===== src/rtl/cpu_core_if.sv =====
// Instruction-memory fetch handshake between cpu_core and the instruction ROM.
//   imem_req   core -> rom  fetch request, held until imem_ack
//   imem_addr  core -> rom  fetch address (program counter)
//   imem_ack   rom -> core  instruction valid, may be given in the same cycle as imem_req
//   imem_data  rom -> core  instruction word {op[3:0], f1, f2, f3}
// Modports: master (core side), slave (memory side).
interface cpu_core_if #(
   parameter int unsigned w    = 8,
   parameter int unsigned pc_w = 8
);
   localparam int unsigned IW = 4 + 3 * w;

   logic            imem_req;
   logic [pc_w-1:0] imem_addr;
   logic            imem_ack;
   logic [IW-1:0]   imem_data;

   modport master (
      output imem_req,
      output imem_addr,
      input  imem_ack,
      input  imem_data
   );

   modport slave (
      input  imem_req,
      input  imem_addr,
      output imem_ack,
      output imem_data
   );
endinterface


===== src/rtl/cpu_core.sv =====
// Multi-cycle processor core: FETCH -> DECODE -> EXEC per instruction, HALT on stop/fault.
// Ports:
//   clock      rising-edge system clock
//   reset_n    synchronous active-low reset
//   imem       cpu_core_if.master fetch handshake (req/addr out, ack/data in)
//   out_data   output port value, holds between OUT instructions
//   out_valid  one-cycle strobe for out_data
//   zero       ALU zero flag
//   carry      ALU carry / borrow flag
//   halted     core stopped
//   fault      core stopped on an illegal opcode
module cpu_core #(
   parameter int unsigned w     = 8,
   parameter int unsigned sel_w = 4,
   parameter int unsigned pc_w  = 8
) (
   input  logic          clock,
   input  logic          reset_n,
   cpu_core_if.master    imem,
   output logic [w-1:0]  out_data,
   output logic          out_valid,
   output logic          zero,
   output logic          carry,
   output logic          halted,
   output logic          fault
);

   localparam int unsigned IW      = 4 + 3 * w;
   localparam int unsigned NumRegs = 2 ** sel_w;

   localparam logic [3:0] OpNop  = 4'd0;
   localparam logic [3:0] OpLdi  = 4'd1;
   localparam logic [3:0] OpAdd  = 4'd2;
   localparam logic [3:0] OpSub  = 4'd3;
   localparam logic [3:0] OpAnd  = 4'd4;
   localparam logic [3:0] OpOr   = 4'd5;
   localparam logic [3:0] OpXor  = 4'd6;
   localparam logic [3:0] OpShl  = 4'd7;
   localparam logic [3:0] OpJmp  = 4'd8;
   localparam logic [3:0] OpJz   = 4'd9;
   localparam logic [3:0] OpOut  = 4'd10;
   localparam logic [3:0] OpHalt = 4'd15;

   typedef enum logic [1:0] {StFetch, StDecode, StExec, StHalt} state_e;

   state_e            state_q;
   logic [pc_w-1:0]   pc_q;
   logic              req_q;
   logic [IW-1:0]     ir_q;
   logic [w-1:0]      rx_q;
   logic [w-1:0]      ry_q;
   logic [sel_w-1:0]  dest_q;
   logic [w-1:0]      regs_q [NumRegs];
   logic [w-1:0]      out_data_q;
   logic              out_valid_q;
   logic              zero_q;
   logic              carry_q;
   logic              halted_q;
   logic              fault_q;

   // Instruction fields
   logic [3:0]        op;
   logic [w-1:0]      f1;
   logic [w-1:0]      f2;
   logic [w-1:0]      f3;
   logic [pc_w-1:0]   f1_pc;

   assign op    = ir_q[IW-1 -: 4];
   assign f1    = ir_q[3*w-1 -: w];
   assign f2    = ir_q[2*w-1 -: w];
   assign f3    = ir_q[w-1:0];
   assign f1_pc = pc_w'(f1);

   // f3 only selects a register; its upper bits carry no meaning
   logic unused_f3_hi;
   assign unused_f3_hi = ^f3[w-1:sel_w];

   // ALU
   logic [w:0]   sum;
   logic [w-1:0] res;
   logic         cout;
   logic         alu_op;

   always_comb begin
      sum  = '0;
      res  = '0;
      cout = 1'b0;
      case (op)
         OpAdd: begin
            sum  = {1'b0, rx_q} + {1'b0, ry_q};
            res  = sum[w-1:0];
            cout = sum[w];
         end
         OpSub: begin
            // Top bit of the extended difference is the borrow (rx < ry)
            sum  = {1'b0, rx_q} - {1'b0, ry_q};
            res  = sum[w-1:0];
            cout = sum[w];
         end
         OpAnd: res = rx_q & ry_q;
         OpOr:  res = rx_q | ry_q;
         OpXor: res = rx_q ^ ry_q;
         OpShl: begin
            res  = {rx_q[w-2:0], 1'b0};
            cout = rx_q[w-1];
         end
         default: ;
      endcase
   end

   assign alu_op = (op >= OpAdd) && (op <= OpShl);

   // Sequencer, datapath registers and registered outputs
   always_ff @(posedge clock) begin
      if (!reset_n) begin
         state_q     <= StFetch;
         pc_q        <= '0;
         req_q       <= 1'b0;
         ir_q        <= '0;
         rx_q        <= '0;
         ry_q        <= '0;
         dest_q      <= '0;
         out_data_q  <= '0;
         out_valid_q <= 1'b0;
         zero_q      <= 1'b0;
         carry_q     <= 1'b0;
         halted_q    <= 1'b0;
         fault_q     <= 1'b0;
         for (int i = 0; i < NumRegs; i++) begin
            regs_q[i] <= '0;
         end
      end else begin
         out_valid_q <= 1'b0;
         unique case (state_q)
            StFetch: begin
               // An ack only counts while the request is actually raised
               if (req_q && imem.imem_ack) begin
                  ir_q    <= imem.imem_data;
                  req_q   <= 1'b0;
                  state_q <= StDecode;
               end else begin
                  req_q <= 1'b1;
               end
            end
            StDecode: begin
               rx_q    <= regs_q[f2[sel_w-1:0]];
               ry_q    <= regs_q[f3[sel_w-1:0]];
               dest_q  <= f1[sel_w-1:0];
               state_q <= StExec;
            end
            StExec: begin
               state_q <= StFetch;
               req_q   <= 1'b1;
               pc_q    <= pc_q + pc_w'(1);
               if (alu_op) begin
                  if (dest_q != '0) begin
                     regs_q[dest_q] <= res;
                  end
                  zero_q  <= (res == '0);
                  carry_q <= cout;
               end else begin
                  case (op)
                     OpNop: ;
                     OpLdi: begin
                        if (dest_q != '0) begin
                           regs_q[dest_q] <= f2;
                        end
                     end
                     OpJmp: pc_q <= f1_pc;
                     OpJz: begin
                        if (rx_q == '0) begin
                           pc_q <= f1_pc;
                        end
                     end
                     OpOut: begin
                        out_data_q  <= rx_q;
                        out_valid_q <= 1'b1;
                     end
                     OpHalt: begin
                        halted_q <= 1'b1;
                        req_q    <= 1'b0;
                        state_q  <= StHalt;
                     end
                     default: begin
                        // Illegal opcode: pc stays on the faulting instruction
                        pc_q     <= pc_q;
                        halted_q <= 1'b1;
                        fault_q  <= 1'b1;
                        req_q    <= 1'b0;
                        state_q  <= StHalt;
                     end
                  endcase
               end
            end
            StHalt: ;
            default: state_q <= StHalt;
         endcase
      end
   end

   assign imem.imem_req  = req_q;
   assign imem.imem_addr = pc_q;
   assign out_data       = out_data_q;
   assign out_valid      = out_valid_q;
   assign zero           = zero_q;
   assign carry          = carry_q;
   assign halted         = halted_q;
   assign fault          = fault_q;

endmodule


===== src/flat_wrapper.sv =====
// flat-port wrapper written by rule: the top's interface ports become plain ports
module cpu_core_flat 
#(
   parameter int unsigned w     = 8,
   parameter int unsigned sel_w = 4,
   parameter int unsigned pc_w  = 8
)
  (clock, reset_n, out_data, out_valid, zero, carry, halted, fault, imem_imem_req, imem_imem_addr, imem_imem_ack, imem_imem_data);
  cpu_core_if #(.w(w), .pc_w(pc_w)) imem_i ();
  input  logic clock;
  input  logic reset_n;
  output logic [w-1:0] out_data;
  output logic out_valid;
  output logic zero;
  output logic carry;
  output logic halted;
  output logic fault;
  output wire logic [$bits(imem_i.imem_req)-1:0] imem_imem_req;
  output wire logic [$bits(imem_i.imem_addr)-1:0] imem_imem_addr;
  input wire logic [$bits(imem_i.imem_ack)-1:0] imem_imem_ack;
  input wire logic [$bits(imem_i.imem_data)-1:0] imem_imem_data;
  assign imem_imem_req = imem_i.imem_req;
  assign imem_imem_addr = imem_i.imem_addr;
  assign imem_i.imem_ack = imem_imem_ack;
  assign imem_i.imem_data = imem_imem_data;
  cpu_core #(.w(w), .sel_w(sel_w), .pc_w(pc_w)) u_core (.clock(clock), .reset_n(reset_n), .imem(imem_i), .out_data(out_data), .out_valid(out_valid), .zero(zero), .carry(carry), .halted(halted), .fault(fault));
endmodule

===== config.mk =====
export PLATFORM = sky130hd
export DESIGN_NAME = cpu_core_flat
export DESIGN_NICKNAME = d
export VERILOG_FILES = /design/src/rtl/cpu_core_if.sv /design/src/rtl/cpu_core.sv /design/src/flat_wrapper.sv
export SDC_FILE = /design/constraint.sdc
export NUM_CORES = 1
export LEC_CHECK = 0
export BUFFER_PORTS_ARGS = -buffer_cell sky130_fd_sc_hd__buf_2
export CORE_MARGIN = 8
export CORE_UTILIZATION = 25
export CTS_CLUSTER_DIAMETER = 40
export DETAILED_ROUTE_END_ITERATION = 8
export REMOVE_ABC_BUFFERS = 1
export SLEW_MARGIN = 20
export SYNTH_ARGS = -nofsm -noshare
export SYNTH_HDL_FRONTEND = slang
export SYNTH_SLANG_ARGS = --single-unit
export TNS_END_PERCENT = 50

===== constraint.sdc =====
create_clock -name clock -period 3 [get_ports clock]
set_clock_uncertainty 0.15 [all_clocks]
set_input_delay 0.45 -clock clock [delete_from_list [all_inputs] [get_ports clock]]
set_output_delay 0.45 -clock clock [all_outputs]
set_load 0.02 [all_outputs]

Word level (Yosys, flattened, before mapping)
Memory sizes are Yosys's and may differ from the RTL's. A register that Yosys moved wholly into a read port is not among the register bits. Cells that the tools add are included.

Register bits after elaboration: 56. Word-level logic and storage cells: 93. Memories kept: 1. Bits in writable memories: 128.

Reduce and logical (&&, ||, !) cells: 24. Muxes and demuxes: 29. Bitwise logic cells: 9. $lt $le $gt $ge: 2. Add/sub/neg operators: 3. Equal/unequal tests: 14.

Memories: u_core.regs_q (depth 16, bits a word 8, rd ports 2, clocked after Yosys merged registers in 2, wr ports 16, line cpu_core.sv:53) `logic [w-1:0] regs_q [NumRegs];`.

Operators by type and width (count): 8-bit one-hot mux with 6 select lines (1); 8-bit two-way mux (4); 8-bit one-hot mux with 3 select lines (1); 4-bit by 3-bit equality test with 1-bit output, second input constant (4); 4-bit equality test, second input constant (4); 8-bit zero test (2); 1-bit two-way mux (16); 8-bit by 8-bit adder with 9-bit output (1); 3-bit AND reduction (3); 8-bit by 8-bit subtractor with 9-bit output (1); 8-bit by 1-bit adder with 8-bit output, second input constant (1); 8-bit AND (1); 4-bit by 2-bit equality test with 1-bit output, second input constant (2); 8-bit bitwise OR (1); 2-bit AND reduction (4); 4-bit nonzero test (2); 8-bit OR reduction (1); 8-bit XOR (1); 2-bit two-way mux (3); 2-bit one-hot mux with 3 select lines (1); 6-bit OR reduction (1); 1-bit NOT (5); 5-bit OR reduction (1); 4-bit by 1-bit equality test with 1-bit output, second input constant (1); other kinds (17) (19).

Depth between registers and ports, before layout
Depth in word-level cells: 10. Mapped depth: 12. Gate-level depth less buffers: 11.

Worst setup path before layout
Ideal clock, no wire load.

Path kind: register -> register. From: register u_core.rx_q[1] (read register of u_core.regs_q). To: memory u_core.regs_q[11][7] (data pin). Period minus slack after synthesis: 2.915 ns. Path buffers: 1. Stages on the path, launching flop included: 11. Slack: 0.085 ns. Data arrival time: 2.501 ns. Path through: dfxtp_1 inv_1 ha_1 o21bai_2 a21oi_2 o311a_1 or4_1 a31oi_1 a21boi_4 buf_6 nor2_1.

RTL lines: from (decl) (line cpu_core.sv:50) `logic [w-1:0] rx_q;`; to (decl) (line cpu_core.sv:53).

==> load_flow_metrics.sql <==
INSERT INTO impl_metrics (metric_group, metric, value, unit) VALUES
('floorplan', 'floorplan.io_pins', '53', ''),
('setup_path', 'slowest_stage', 'sky130_fd_sc_hd__o41a_1', ''),
('synthesis', 'yosysWarningCount', '0', ''),
('clock_tree', 'clock_buffer_count_from_cts', '17', ''),
('run_status', 'status', 'completed', ''),
('synthesis', 'netlist_instances', '917', ''),
('grt', 'grt_first_pass_wirelength', '45700', 'µm'),
('setup_path', 'timing.critical_path.fanout_max', '15', ''),
('place', 'placedInstanceArea', '12000', 'µm²'),
('route', 'detail_route.vias_per_cell', '4.92', ''),
('synthesis', 'number_of_enable_flip_flop_cells_after_synthesis', '128', ''),
('timing', 'setup_slack', '111', 'ps'),
('synthesis', 'synth.yosys.seq_area_share', '49.4', '%'),
('clock_tree', 'tritoncts', 'yes', ''),
('setup_path', 'critical-path-max-stage-delay', '490', 'ps'),
('setup_path', 'worstReg2RegEnd', 'u_core.regs_q[6][6]$_SDFFCE_PN0P_', ''),
('place', 'detailed_place_hpwl', '21500', 'µm'),
('clock_tree', 'cts_hold_buf', '0', ''),
('route', 'drtAntennaViolNets', '0', ''),
('route', 'first_iter_violations', '659', ''),
('synthesis', 'mappedNetlistArea', '10500', 'µm²'),
('grt', 'first_global_vias', '7624', ''),
('setup_path', 'critical_path_required', '3050', 'ps'),
('timing', 'finalSetupTns', '0', 'ps'),
('grt', 'grt_max_degree', '35', ''),
('grt', 'grt_util_overall', '12.0', '%'),
('timing', 'hold-worst-slack', '91.7', 'ps'),
('cells_and_area', 'num_antenna_cells', '0', ''),
('timing', 'timing_worst_slew_pin_value', '807', 'ps'),
('setup_path', 'worst-r2r-setup-slack', '110', 'ps'),
('setup_path', 'worst_ep_arrival_time', '2940', 'ps'),
('place', 'preCtsSetupSlack', '25.1', 'ps'),
('timing', 'period_needed', '2890', 'ps'),
('floorplan', 'initial_core_util', '25.2', '%'),
('cells_and_area', 'post_route_cells_drive_above_1_share', '26.6', '%'),
('floorplan', 'die_width', '221', 'µm'),
('min_path', 'whs_path_depth', '3', ''),
('place', 'place.port_buffers', '48', ''),
('pwr', 'max-vdd-ir-drop', '0.374', 'mV'),
('synthesis', 'synth.distinct_cells', '66', ''),
('setup_path', 'timing.reg2reg.worst_path_depth', '11', ''),
('cells_and_area', 'final_cell_area', '12700', 'µm²'),
('min_path', 'holdCritStartpoint', 'imem_imem_data[16]', ''),
('pwr', 'power_density', '510', 'nW/µm²'),
('timing', 'grt_setup_unrepaired', 'true', ''),
('timing', 'max_freq', '0.346', 'GHz'),
('route', 'via_count', '7678', ''),
('grt', 'globalRoute.totalOverflow', '0', ''),
('clock_tree', 'clk_root_buffer_cell', 'sky130_fd_sc_hd__clkbuf_16', ''),
('cells_and_area', 'finish.utilization', '30.3', '%'),
('timing', 'maxSlewHeadroom', '46.2', '%'),
('pwr', 'p_leak', '0.00436', 'µW'),
('min_path', 'worstHoldPathType', 'input port to flop', ''),
('setup_path', 'critical_path.cell_chain', 'inv_1, ha_2, inv_1, fa_1, nor2b_1, o31ai_4, nor4_1, o41a_1, a21oi_2, buf_12, nor2_1', ''),
('route', 'avgRoutedWirePerCell', '19.0', 'µm'),
('clock_tree', 'htree_levels', '4', ''),
('route', 'detail_route.wirelength', '29700', 'µm'),
('setup_path', 'r2r_start', 'u_core.rx_q[0]$_SDFFE_PN0N_', ''),
('clock_tree', 'clk_path_buf_depth', '2', ''),
('floorplan', 'fp.dieArea', '49000', 'µm²'),
('place', 'gp_congestion', '0.848', ''),
('grt', 'antenna_violations_before_repair', '0', ''),
('setup_path', 'setup.worst_path.start_class', 'flop', ''),
('floorplan', 'placement_rows', '75', ''),
('timing', 'timing.final.max_slew_violations', '0', ''),
('route', 'remaining_drc_errors', '0', ''),
('clock_tree', 'clk-insertion-delay-late', '450', 'ps'),
('setup_path', 'endpoint_kind', 'flop', ''),
('setup_path', 'worst_setup_path_type', 'flop to flop', ''),
('clock_tree', 'path_clk_slew', '80', 'ps'),
('run', 'max-cap-violations', '0', '');
worst max path at each step:
stage                                            from                                 end  slack, ps  cells past startpoint
final                     u_core.rx_q[0]$_SDFFE_PN0N_   u_core.regs_q[6][6]$_SDFFCE_PN0P_        110                     11
after detailed placement  u_core.ry_q[0]$_SDFFE_PN0N_  u_core.regs_q[13][6]$_SDFFCE_PN0P_         30                     10
after global placement    u_core.rx_q[1]$_SDFFE_PN0N_   u_core.regs_q[9][7]$_SDFFCE_PN0P_         70                     11
after floorplan           u_core.ir_q[8]$_SDFFE_PN0P_         u_core.rx_q[0]$_SDFFE_PN0N_        -50                      4
after CTS                 u_core.ry_q[0]$_SDFFE_PN0N_  u_core.regs_q[15][4]$_SDFFCE_PN0P_         10                     11
after global routing      u_core.rx_q[0]$_SDFFE_PN0N_  u_core.regs_q[15][4]$_SDFFCE_PN0P_        -20                     12
area by class of cell:
type                            count  area (µm²)
Inverter                           30         113
Clock buffer                       18         450
Timing Repair Buffer              130        1060
Fill cell                        4204       29100
Tap cell                          539         674
Clock inverter                     14         173
Sequential cell                   196        5210
Multi-Input combinational cell    632        4990
power breakdown:
group          internal (µW)  leakage [µW]  total [µW]  switching, µW
Combinational            471       0.00219        1010            535
Sequential              2970       0.00187        3070            101
Clock                   1180      0.000302        2380           1190
per-layer routing:
layer / global-route usage, % / routed length, µm
met5: 0 / 0
met4: 2.86 / 427
met3: 2.14 / 1800
met2: 20.8 / 15100
met1: 15.2 / 12300
metrics by stage:
stage | instances | total power [µW]
final | 1559 | 6460
after global routing | 1559 | 6670
after CTS | 1559 | 6490
after detailed placement | 1527 | 4130
after global placement | 1527 | 4100
after floorplan | 858 | 3700
repair_timing:
action,in CTS,in global routing
endpoints found under the hold margin,0,0
endpoints found under the setup margin,0,45
gates resized for setup,0,9
cell families (layout without fill, tap and decap cells):
logic type	Yosys count	in the layout	share of synthesized area [%]
and+or+nand+nor	349	349	14.4
DFF	196	196	49.4
AOI/OAI and AO/OA	123	123	7.56
muxes	116	116	20.6
buffers and inverters	96	192	3.86
adders and majority gates	31	31	3.82
xor gates and xnor gates	5	5	0.416
other	1	8	0.0356
placed cells by master, fill, tap and decap left out, types with 3 or more instances in the layout:
cell,Yosys,final
sky130_fd_sc_hd__nor2_1,178,178
sky130_fd_sc_hd__edfxtp_1,128,128
sky130_fd_sc_hd__nand2_1,95,95
sky130_fd_sc_hd__mux4_2,80,80
sky130_fd_sc_hd__buf_4,0,66
sky130_fd_sc_hd__dfxtp_1,68,63
sky130_fd_sc_hd__a21oi_1,53,51
sky130_fd_sc_hd__buf_2,19,48
sky130_fd_sc_hd__mux2i_1,33,33
sky130_fd_sc_hd__inv_1,29,29
sky130_fd_sc_hd__ha_1,29,27
sky130_fd_sc_hd__o21ai_0,18,18
sky130_fd_sc_hd__clkbuf_16,0,18
sky130_fd_sc_hd__buf_12,0,16
sky130_fd_sc_hd__nor2b_1,11,11
sky130_fd_sc_hd__nand3_1,11,11
sky130_fd_sc_hd__nor3_1,9,9
sky130_fd_sc_hd__and3_1,8,8
sky130_fd_sc_hd__nand2b_1,8,8
sky130_fd_sc_hd__conb_1,1,8
sky130_fd_sc_hd__nor4_1,6,6
sky130_fd_sc_hd__nor3b_1,5,5
sky130_fd_sc_hd__o22ai_1,5,5
sky130_fd_sc_hd__a211oi_1,5,5
sky130_fd_sc_hd__a22oi_1,5,5
sky130_fd_sc_hd__clkinv_8,0,5
sky130_fd_sc_hd__dfxtp_2,0,5
sky130_fd_sc_hd__nand4_1,4,4
sky130_fd_sc_hd__a21oi_2,3,4
sky130_fd_sc_hd__inv_6,0,4
sky130_fd_sc_hd__xor2_1,3,3
sky130_fd_sc_hd__a21o_1,3,3
sky130_fd_sc_hd__mux2_2,3,3
sky130_fd_sc_hd__nand4b_1,3,3
sky130_fd_sc_hd__o31ai_1,3,3
worst max-delay path, delay by kind of cell, from the launching register on:
| family | cells | cell delay, ps |
|---|---|---|
| flip-flops | 1 | 330 |
| AO/OA/AOI/OAI | 3 | 930 |
| AND/OR/NAND/NOR | 3 | 330 |
| buffers and inverters | 3 | 310 |
| adder cells (fa/ha/maj) | 2 | 590 |
cell usage after synthesis, types with 8 or more instances:
library cell               number  area share, %
sky130_fd_sc_hd__nor2_1       178            6.3
sky130_fd_sc_hd__edfxtp_1     128             36
sky130_fd_sc_hd__nand2_1       95            3.4
sky130_fd_sc_hd__mux4_2        80             17
sky130_fd_sc_hd__dfxtp_1       68             13
sky130_fd_sc_hd__a21oi_1       53            2.5
sky130_fd_sc_hd__clkbuf_1      38            1.4
sky130_fd_sc_hd__mux2i_1       33            3.1
sky130_fd_sc_hd__ha_1          29            3.4
sky130_fd_sc_hd__inv_1         29            1.0
sky130_fd_sc_hd__buf_2         19           0.90
sky130_fd_sc_hd__o21ai_0       18           0.85
sky130_fd_sc_hd__nand3_1       11           0.52
sky130_fd_sc_hd__nor2b_1       11           0.65
sky130_fd_sc_hd__nor3_1         9           0.43
sky130_fd_sc_hd__and3_1         8           0.47
sky130_fd_sc_hd__nand2b_1       8           0.47
registers in the layout, indices dropped and copies added, names as in the netlist:
| register | flops |
|---|---|
| u_core.imem.imem_req | 1 |
| u_core.imem.imem_addr | 8 |
| u_core.out_valid | 1 |
| u_core.rx_q | 8 |
| u_core.dest_q | 4 |
| u_core.ir_q | 24 |
| u_core.state_q | 2 |
| u_core.regs_q | 128 |
| u_core.zero | 1 |
| u_core.ry_q | 8 |
| u_core.halted | 1 |
| u_core.fault | 1 |
| u_core.carry | 1 |
| u_core.out_data | 8 |
Note: power is estimated with default switching activity, not from simulation.
